$ cat config.mk
export PLATFORM = sky130hd
export DESIGN_NAME = timer_mc
export DESIGN_NICKNAME = d
export VERILOG_FILES = /design/src/rtl/timer_mc.sv
export SDC_FILE = /design/constraint.sdc
export NUM_CORES = 1
export LEC_CHECK = 0
export ABC_AREA = 1
export BUFFER_PORTS_ARGS = -buffer_cell sky130_fd_sc_hd__clkbuf_2
export CORE_MARGIN = 2
export CORE_UTILIZATION = 25
export DETAILED_ROUTE_END_ITERATION = 10
export PLACE_DENSITY_LB_ADDON = 0.12
export SYNTH_ARGS = -nofsm -noshare
export SYNTH_HDL_FRONTEND = slang
export SYNTH_SLANG_ARGS = --single-unit
$ cat constraint.sdc
create_clock -name clk -period 7.7 [get_ports clk]
set_clock_uncertainty 0.05 [all_clocks]
set_input_delay 0.385 -clock clk [delete_from_list [all_inputs] [get_ports clk]]
set_output_delay 0.385 -clock clk [all_outputs]
set_load 0.05 [all_outputs]
$ cat src/rtl/timer_mc.sv
// timer_mc: multi-channel programmable down-counter timer with a register bus.
//
// NCH channels share one prescaler tick. Each channel counts down from LOAD
// on every tick, and on reaching zero emits a one-clk tout pulse and sets
// its sticky STATUS bit. After that it reloads (periodic) or stops (one-shot).
//
// Ports:
//   clk     system clock (1 MHz nominal)
//   rst_n   synchronous active-low reset
//   sel     prescaler rate select: 0 = every clk, 1 = every 2nd clk
//   write   register write strobe (one clk)
//   read    register read strobe (one clk)
//   addr    register address
//   wdata   write data
//   rdata   registered read data; it holds between reads
//   tout    per-channel expiry pulse, one clk wide
//   irq     registered OR over channels of (STATUS & CTRL.ie)
//   pwm_out per-channel compare output (only with TIMER_MC_PWM_EN)
//
// Register map (channel c base = 4*c):
//   +0 CTRL  [0] en, [1] mode (1 = one-shot), [2] ie
//   +1 LOAD
//   +2 COUNT (read-only)
//   +3 CMP when TIMER_MC_PWM_EN is defined, otherwise reserved (reads 0)
//   4*NCH   STATUS (write 1 to clear)
//   4*NCH+1 PRESCALE
//
// Optional feature macro: TIMER_MC_PWM_EN (adds the CMP registers and pwm_out).
module timer_mc #(
  parameter int unsigned NCH     = 4,
  parameter int unsigned CNT_W   = 16,
  parameter int unsigned DATA_W  = 16,
  parameter int unsigned ADDR_W  = 5,
  parameter int unsigned PRE_W   = 8,
  parameter int unsigned PRE_RST = 9
) (
  input  logic              clk,
  input  logic              rst_n,
  input  logic              sel,
  input  logic              write,
  input  logic              read,
  input  logic [ADDR_W-1:0] addr,
  input  logic [DATA_W-1:0] wdata,
  output logic [DATA_W-1:0] rdata,
  output logic [NCH-1:0]    tout,
`ifdef TIMER_MC_PWM_EN
  output logic [NCH-1:0]    pwm_out,
`endif
  output logic              irq
);

  localparam int unsigned CH_W = ADDR_W - 2;
  localparam logic [ADDR_W-1:0] STAT_ADDR = ADDR_W'(4 * NCH);
  localparam logic [ADDR_W-1:0] PRE_ADDR  = ADDR_W'(4 * NCH + 1);

  logic [NCH-1:0]   en_q;
  logic [NCH-1:0]   mode_q;
  logic [NCH-1:0]   ie_q;
  logic [NCH-1:0]   status_q;
  logic [CNT_W-1:0] load_q  [NCH];
  logic [CNT_W-1:0] count_q [NCH];
`ifdef TIMER_MC_PWM_EN
  logic [CNT_W-1:0] cmp_q   [NCH];
  logic [NCH-1:0]   cmp_we;
`endif

  logic [PRE_W-1:0] prescale_q;
  logic [PRE_W-1:0] pre_cnt_q;
  logic             tgl_q;
  logic             adv;
  logic             tick;

  logic [NCH-1:0]    ctrl_we;
  logic [NCH-1:0]    load_we;
  logic              status_we;
  logic              prescale_we;
  logic [NCH-1:0]    w1c;
  logic [NCH-1:0]    expire;
  logic [DATA_W-1:0] rd_val;

  // ---------------------------------------------------------------------
  // Write decode
  // ---------------------------------------------------------------------
  always_comb begin
    ctrl_we = '0;
    load_we = '0;
`ifdef TIMER_MC_PWM_EN
    cmp_we  = '0;
`endif
    for (int unsigned c = 0; c < NCH; c++) begin
      ctrl_we[c] = write && (addr == ADDR_W'(4 * c));
      load_we[c] = write && (addr == ADDR_W'(4 * c + 1));
`ifdef TIMER_MC_PWM_EN
      cmp_we[c]  = write && (addr == ADDR_W'(4 * c + 3));
`endif
    end
    status_we   = write && (addr == STAT_ADDR);
    prescale_we = write && (addr == PRE_ADDR);
    w1c         = status_we ? wdata[NCH-1:0] : '0;
  end

  // ---------------------------------------------------------------------
  // Prescaler. The toggle flop runs freely, so a sel change only alters
  // which clocks count as advance cycles. pre_cnt is never forced back into
  // range: after PRESCALE is lowered below it, the counter wraps through its
  // maximum to 0.
  // ---------------------------------------------------------------------
  always_comb begin
    adv  = sel ? tgl_q : 1'b1;
    tick = adv && (pre_cnt_q == prescale_q);
  end

  always_ff @(posedge clk) begin
    if (!rst_n) begin
      tgl_q      <= 1'b0;
      pre_cnt_q  <= '0;
      prescale_q <= PRE_W'(PRE_RST);
    end else begin
      tgl_q <= ~tgl_q;
      if (prescale_we) prescale_q <= wdata[PRE_W-1:0];
      if (adv) pre_cnt_q <= tick ? '0 : pre_cnt_q + PRE_W'(1);
    end
  end

  // ---------------------------------------------------------------------
  // Channels
  // ---------------------------------------------------------------------
  always_comb begin
    expire = '0;
    for (int unsigned c = 0; c < NCH; c++)
      expire[c] = tick && en_q[c] && (count_q[c] == '0);
  end

  always_ff @(posedge clk) begin
    if (!rst_n) begin
      en_q     <= '0;
      mode_q   <= '0;
      ie_q     <= '0;
      status_q <= '0;
      tout     <= '0;
      irq      <= 1'b0;
      for (int unsigned c = 0; c < NCH; c++) begin
        load_q[c]  <= '0;
        count_q[c] <= '0;
      end
    end else begin
      tout     <= expire;
      // A set on the same clk as its clear takes priority.
      status_q <= (status_q & ~w1c) | expire;
      irq      <= |(status_q & ie_q);
      for (int unsigned c = 0; c < NCH; c++) begin
        if (ctrl_we[c]) begin
          en_q[c]   <= wdata[0];
          mode_q[c] <= wdata[1];
          ie_q[c]   <= wdata[2];
        end else if (expire[c] && mode_q[c]) begin
          en_q[c] <= 1'b0;
        end

        if (load_we[c]) load_q[c] <= wdata[CNT_W-1:0];

        // A write of en=1 reloads when the channel is stopped, or when a
        // one-shot expiry on the same clk would have stopped it. A CTRL write
        // to a channel that keeps running leaves COUNT untouched.
        if (ctrl_we[c] && wdata[0] && (!en_q[c] || (expire[c] && mode_q[c])))
          count_q[c] <= load_q[c];
        else if (expire[c])
          count_q[c] <= mode_q[c] ? '0 : load_q[c];
        else if (tick && en_q[c])
          count_q[c] <= count_q[c] - CNT_W'(1);
      end
    end
  end

`ifdef TIMER_MC_PWM_EN
  always_ff @(posedge clk) begin
    if (!rst_n) begin
      pwm_out <= '0;
      for (int unsigned c = 0; c < NCH; c++) cmp_q[c] <= '0;
    end else begin
      for (int unsigned c = 0; c < NCH; c++) begin
        if (cmp_we[c]) cmp_q[c] <= wdata[CNT_W-1:0];
        pwm_out[c] <= en_q[c] && (count_q[c] < cmp_q[c]);
      end
    end
  end
`endif

  // ---------------------------------------------------------------------
  // Read path
  // ---------------------------------------------------------------------
  always_comb begin
    rd_val = '0;
    if (addr == STAT_ADDR) begin
      rd_val[NCH-1:0] = status_q;
    end else if (addr == PRE_ADDR) begin
      rd_val[PRE_W-1:0] = prescale_q;
    end else begin
      for (int unsigned c = 0; c < NCH; c++) begin
        if (addr[ADDR_W-1:2] == CH_W'(c)) begin
          case (addr[1:0])
            2'd0:    rd_val[2:0] = {ie_q[c], mode_q[c], en_q[c]};
            2'd1:    rd_val[CNT_W-1:0] = load_q[c];
            2'd2:    rd_val[CNT_W-1:0] = count_q[c];
`ifdef TIMER_MC_PWM_EN
            2'd3:    rd_val[CNT_W-1:0] = cmp_q[c];
`endif
            default: rd_val = '0;
          endcase
        end
      end
    end
  end

  always_ff @(posedge clk) begin
    if (!rst_n)    rdata <= '0;
    else if (read) rdata <= rd_val;
  end

endmodule

Word-level counts from Yosys, hierarchy flattened
Memory sizes are Yosys's and may differ from the RTL's.
Cells that the tools add are included.
{"block": "totals", "ff_bits": 54, "ram_bits": 128, "inputBits": 26, "out_inout_bits": 21, "elab_cells": 223, "n_memories": 2}
{"block": "op_classes", "n_addsub": 5, "n_eq_ne": 15, "n_mux": 110, "bitwise": 21, "n_reduce_logical": 51}
{"memory": "count_q", "words": 4, "word_bits": 16, "read_ports": 4, "rd_ports_with_merged_regs": 0, "wr": 4, "line": "61", "source": "logic [CNT_W-1:0] count_q [NCH];"}
{"memory": "load_q", "words": 4, "word_bits": 16, "read_ports": 4, "rd_ports_with_merged_regs": 0, "wr": 4, "line": "60", "source": "logic [CNT_W-1:0] load_q [NCH];"}
{"operator": "16-bit 2-to-1 mux", "n": 26}
{"operator": "13-bit case mux with 3 select lines", "n": 3}
{"operator": "1-bit 2-to-1 mux", "n": 70}
{"operator": "16-bit logical NOT", "n": 4}
{"operator": "16-bit by 1-bit subtractor with 16-bit output (second input constant)", "n": 4}
{"operator": "3-bit case mux with 3 select lines", "n": 4}
{"operator": "1-bit logical AND", "n": 31}
{"operator": "13-bit case mux with 2 select lines", "n": 1}
{"operator": "8-bit 2-to-1 mux", "n": 3}
{"operator": "5-bit by 4-bit == test with 1-bit output (second input constant)", "n": 4}
{"operator": "1-bit bitwise OR", "n": 16}
{"operator": "12-bit 2-to-1 mux", "n": 1}
{"operator": "5-bit by 3-bit == test with 1-bit output (second input constant)", "n": 2}
{"operator": "5-bit == test (second input constant)", "n": 2}
{"operator": "8-bit by 1-bit adder with 8-bit output (second input constant)", "n": 1}
{"operator": "4-bit bitwise AND", "n": 2}
{"operator": "8-bit == test", "n": 1}
{"operator": "4-bit 2-to-1 mux", "n": 2}
{"operator": "2-bit nonzero test", "n": 4}
{"operator": "3-bit by 2-bit == test with 1-bit output (second input constant)", "n": 2}
{"operator": "5-bit by 1-bit == test with 1-bit output (second input constant)", "n": 1}
{"operator": "5-bit logical NOT", "n": 1}
{"operator": "1-bit logical NOT", "n": 4}
{"operator": "1-bit logical OR", "n": 4}
{"operator": "other kinds (9)", "n": 9}

Depth between registers and ports, before layout
{"block": "logic_depth", "ltp_word": 13, "mapped_depth": 15, "depth_no_buf": 14}

Least setup slack after synthesis
OpenSTA, ideal clock, no wires.
{"block": "synth_timing", "kind": "input -> register", "from": "in addr[1]", "to": "mem load_q[0][0] (enable)", "setup_time_ps": 411, "arrival_ps": 2285, "required_ps": 7239, "setup_slack_ps": 4954, "path_stages": 5, "n_path_buf": 1, "cell_sequence": "inv_1 > ha_1 > clkbuf_1 > nand2_1 > o21ai_0"}
{"element": "from (decl)", "line": "42", "source": "input logic [ADDR_W-1:0] addr,"}
{"element": "to (decl)", "line": "60"}

==> results.py <==
metrics = {
    "outcome": {
        "run_status": "finished clean",
    },
    "yosys": {
        "netlist-cell-type-count": 51,
        "synth_area_leader_cell": "sky130_fd_sc_hd__edfxtp_1",
        "ys_seq_area_frac": 0.474,
        "post_synth_top_area_share": 0.370,
        "synthCells": 1312,
        "ys.warnings.count": 0,
        "ys_async_sr_fraction": 0,
        "synth.net_count": 1347,
        "synth_seq_cells": 182,
        "syn_area_per_cell_um2": 7.92,
        "post_synth_main_area_contributors": "sky130_fd_sc_hd__edfxtp_1 37%, sky130_fd_sc_hd__dfxtp_1 10%, sky130_fd_sc_hd__nand2_1 9.8%",
        "synth-main-ff-cell": "sky130_fd_sc_hd__edfxtp_1",
        "number_of_enable_type_register_cells_in_the_synthesized_netlist": 128,
        "mappedNetlistArea_um2": 10400,
    },
    "clocking": {
        "clock_insertion_delay_worst_skew_ns": 0.46,
        "post_cts_buffers": 0,
        "worst_setup_hold_path_clk_slew_ns": 0.07,
        "hold_buffers": 0,
        "htreeDepth": 4,
        "clockBufferDepth": 2,
        "tritoncts.num_buffers": 17,
        "clock_root_buffer": "sky130_fd_sc_hd__clkbuf_16",
        "cts_tree": "done",
        "clkSinkCount": 182,
        "resize_count_post_cts": 0,
    },
    "global_route": {
        "grt_start_max_net_pins": 61,
        "grt_pass1_vias": 8694,
        "globalRouteOverflowTotal": 0,
        "total_global_routing_track_utilization": 0.177,
        "grt_antenna_before_repair": 0,
        "first_pass_grt_wire_length_um": 57100,
    },
    "die": {
        "dieHeight_um": 208,
        "fp.dieW_um": 208,
        "starting_density_of_the_core": 0.254,
        "design.die.area_um2": 43200,
        "placement_rows": 74,
        "design.portCount": 47,
        "core_area_um2": 40900,
    },
    "route": {
        "num_vias": 9094,
        "first_iter_violations": 825,
        "routedWlPerCell_um": 20.2,
        "detail_route.drc_violations": 0,
        "drt_pre_antenna_iters": 5,
        "detail-route-antenna-nets": 0,
        "vias_per_cell": 4.82,
        "final_wirelength_um": 38100,
    },
    "cells_and_area": {
        "finish.net_count": 1376,
        "finish.instance_area_um2": 11700,
        "fraction_of_the_core_area_covered_by_cells_at_the_end_of_the_flow": 0.286,
        "post_route_cells_drive_above_1_share": 0.102,
        "regArea_um2": 4920,
        "number_of_inserted_filler_cells_in_the_final_layout": 4498,
        "area_overhead_vs_synth_pct": 12.7,
        "antennaDiodeCount": 0,
        "multi_input_area_um2": 4700,
    },
    "sta": {
        "post-route-period-util": 0.444,
        "setup_viol": 0,
        "max_slew_margin": 0.248,
        "setup_total_negative_slack_ns": 0,
        "max_clock_freq_mhz": 292,
        "final_max_slew_viol_count": 0,
        "min_period_ns": 3.42,
        "worst_pin_slew_ns": 1.12,
        "rsz_0062_raised_after_global_routing": "false",
        "final_hold_viol_count": 0,
        "finalWorstSetupSlack_ns": 4.28,
        "worst_hold_slack_ns": 0.165,
    },
    "placed_design": {
        "detailed_place.area_um2": 11100,
        "preCtsSetupSlack_ns": 4.12,
        "place_hpwl_um": 28600,
        "gp_routability_congestion": 0.856,
        "io_buffer_count": 46,
    },
    "min_path": {
        "timing.hold.worst.class": "in2reg",
    },
    "setup_path": {
        "criticalPathCategory": "reg2reg",
        "setup.worst_path.end_class": "flip-flop",
        "arrival_ns": 3.45,
        "cp_max_fo": 16,
        "worst_setup_path_start_kind": "flip-flop",
        "required_ns": 7.73,
    },
    "pwr": {
        "ir_worst_vdd_uv": 164,
        "power_density_nw_per_um2": 189,
        "power.static_leakage_uw": 0.00464,
    },
    "flow_run": {
        "max_cap_violations": 0,
    },
}
## layout by cell type, fill, tap and decap left out, types with 26 or more instances in the layout
cell / Yosys / routed
sky130_fd_sc_hd__a21oi_1: 90 / 90
sky130_fd_sc_hd__clkbuf_2: 0 / 45
sky130_fd_sc_hd__dfxtp_1: 54 / 54
sky130_fd_sc_hd__edfxtp_1: 128 / 128
sky130_fd_sc_hd__inv_1: 134 / 134
sky130_fd_sc_hd__nand2_1: 270 / 270
sky130_fd_sc_hd__nand3_1: 103 / 103
sky130_fd_sc_hd__nand4_1: 26 / 26
sky130_fd_sc_hd__nor2_1: 193 / 193
sky130_fd_sc_hd__nor3_1: 26 / 26
sky130_fd_sc_hd__o21ai_0: 84 / 80
sky130_fd_sc_hd__xor2_1: 40 / 40
## metrics by stage
step                      power (uW)  cells
after global routing            2300   1886
after floorplan                 1260   1312
final                           2220   1886
after global placement          1350   1854
after CTS                       2250   1886
after detailed placement        1350   1854
## per-layer routing
layer  global-route usage  wire length (um)
met1                0.249             18300
met2                0.279             17600
met3               0.0233              1450
met4               0.0570               783
met5                    0                 0
## critical path: stages, from the launching register on
cell	delay [ns]
sky130_fd_sc_hd__edfxtp_1	0.36
sky130_fd_sc_hd__inv_1	0.17
sky130_fd_sc_hd__ha_1	0.24
sky130_fd_sc_hd__inv_1	0.05
sky130_fd_sc_hd__nor3_1	0.26
sky130_fd_sc_hd__nand2_1	0.14
sky130_fd_sc_hd__nor3_1	0.33
sky130_fd_sc_hd__nand4_1	0.14
sky130_fd_sc_hd__nand2_1	0.10
sky130_fd_sc_hd__nand2_1	0.06
sky130_fd_sc_hd__nand2_1	0.07
sky130_fd_sc_hd__nand2_1	0.34
sky130_fd_sc_hd__nand2_1	0.73
## area by class of cell
type                            count  share of cell area
Clock inverter                     13             0.00908
Inverter                          142              0.0455
Tap cell                          532              0.0568
Timing Repair Buffer               57              0.0267
Multi-Input combinational cell    941               0.402
Clock buffer                       19              0.0396
Sequential cell                   182               0.421
## report_power, final
part           switching, uW  leakage [uW]  internal [uW]  total, uW
sequential              30.6       0.00171           1080       1110
clock                    434      0.000286            452        886
combinational            161       0.00265           54.4        216
total                    626       0.00464           1590       2220
## flip-flops by register name, summed over array words and instances (netlist names), 4 cells and up
name and cells:
tout 4, mode_q 4, ie_q 4, rdata 16, count_q 64, status_q 4, en_q 4, pre_cnt_q 8
load_q 64, prescale_q 8
## final timing paths
path | slack (ns) | startpoint | cells after the start | endpoint
max reg2reg | 4.28 | count_q[2][0]$_SDFFCE_PN0P_ | 12 | count_q[2][10]$_SDFFCE_PN0P_
max | 4.28 | count_q[2][0]$_SDFFCE_PN0P_ | 12 | count_q[2][10]$_SDFFCE_PN0P_
min | 0.16 | wdata[3] | 3 | prescale_q[3]$_SDFFE_PN1P_
min reg2reg | 0.37 | tgl_q$_SDFF_PN0_ | 1 | tgl_q$_SDFF_PN0_
## synth_stat cells, drive strengths merged (9+ instances only)
cell,n
nand2,281
nor2,209
inv,139
edfxtp,128
nand3,107
a21oi,91
o21ai,85
dfxtp,54
xor2,40
clkbuf,33
nor3,32
nand4,28
buf,14
o211ai,11
o22ai,11
ha,9
## cell families after synthesis
family | synth area share
buf+inv | 0.0734
compound gates | 0.120
xor+xnor | 0.0371
simple gates | 0.285
fa+ha+maj | 0.0108
flops | 0.474
No activity file was read; power rests on OpenSTA's default activity.
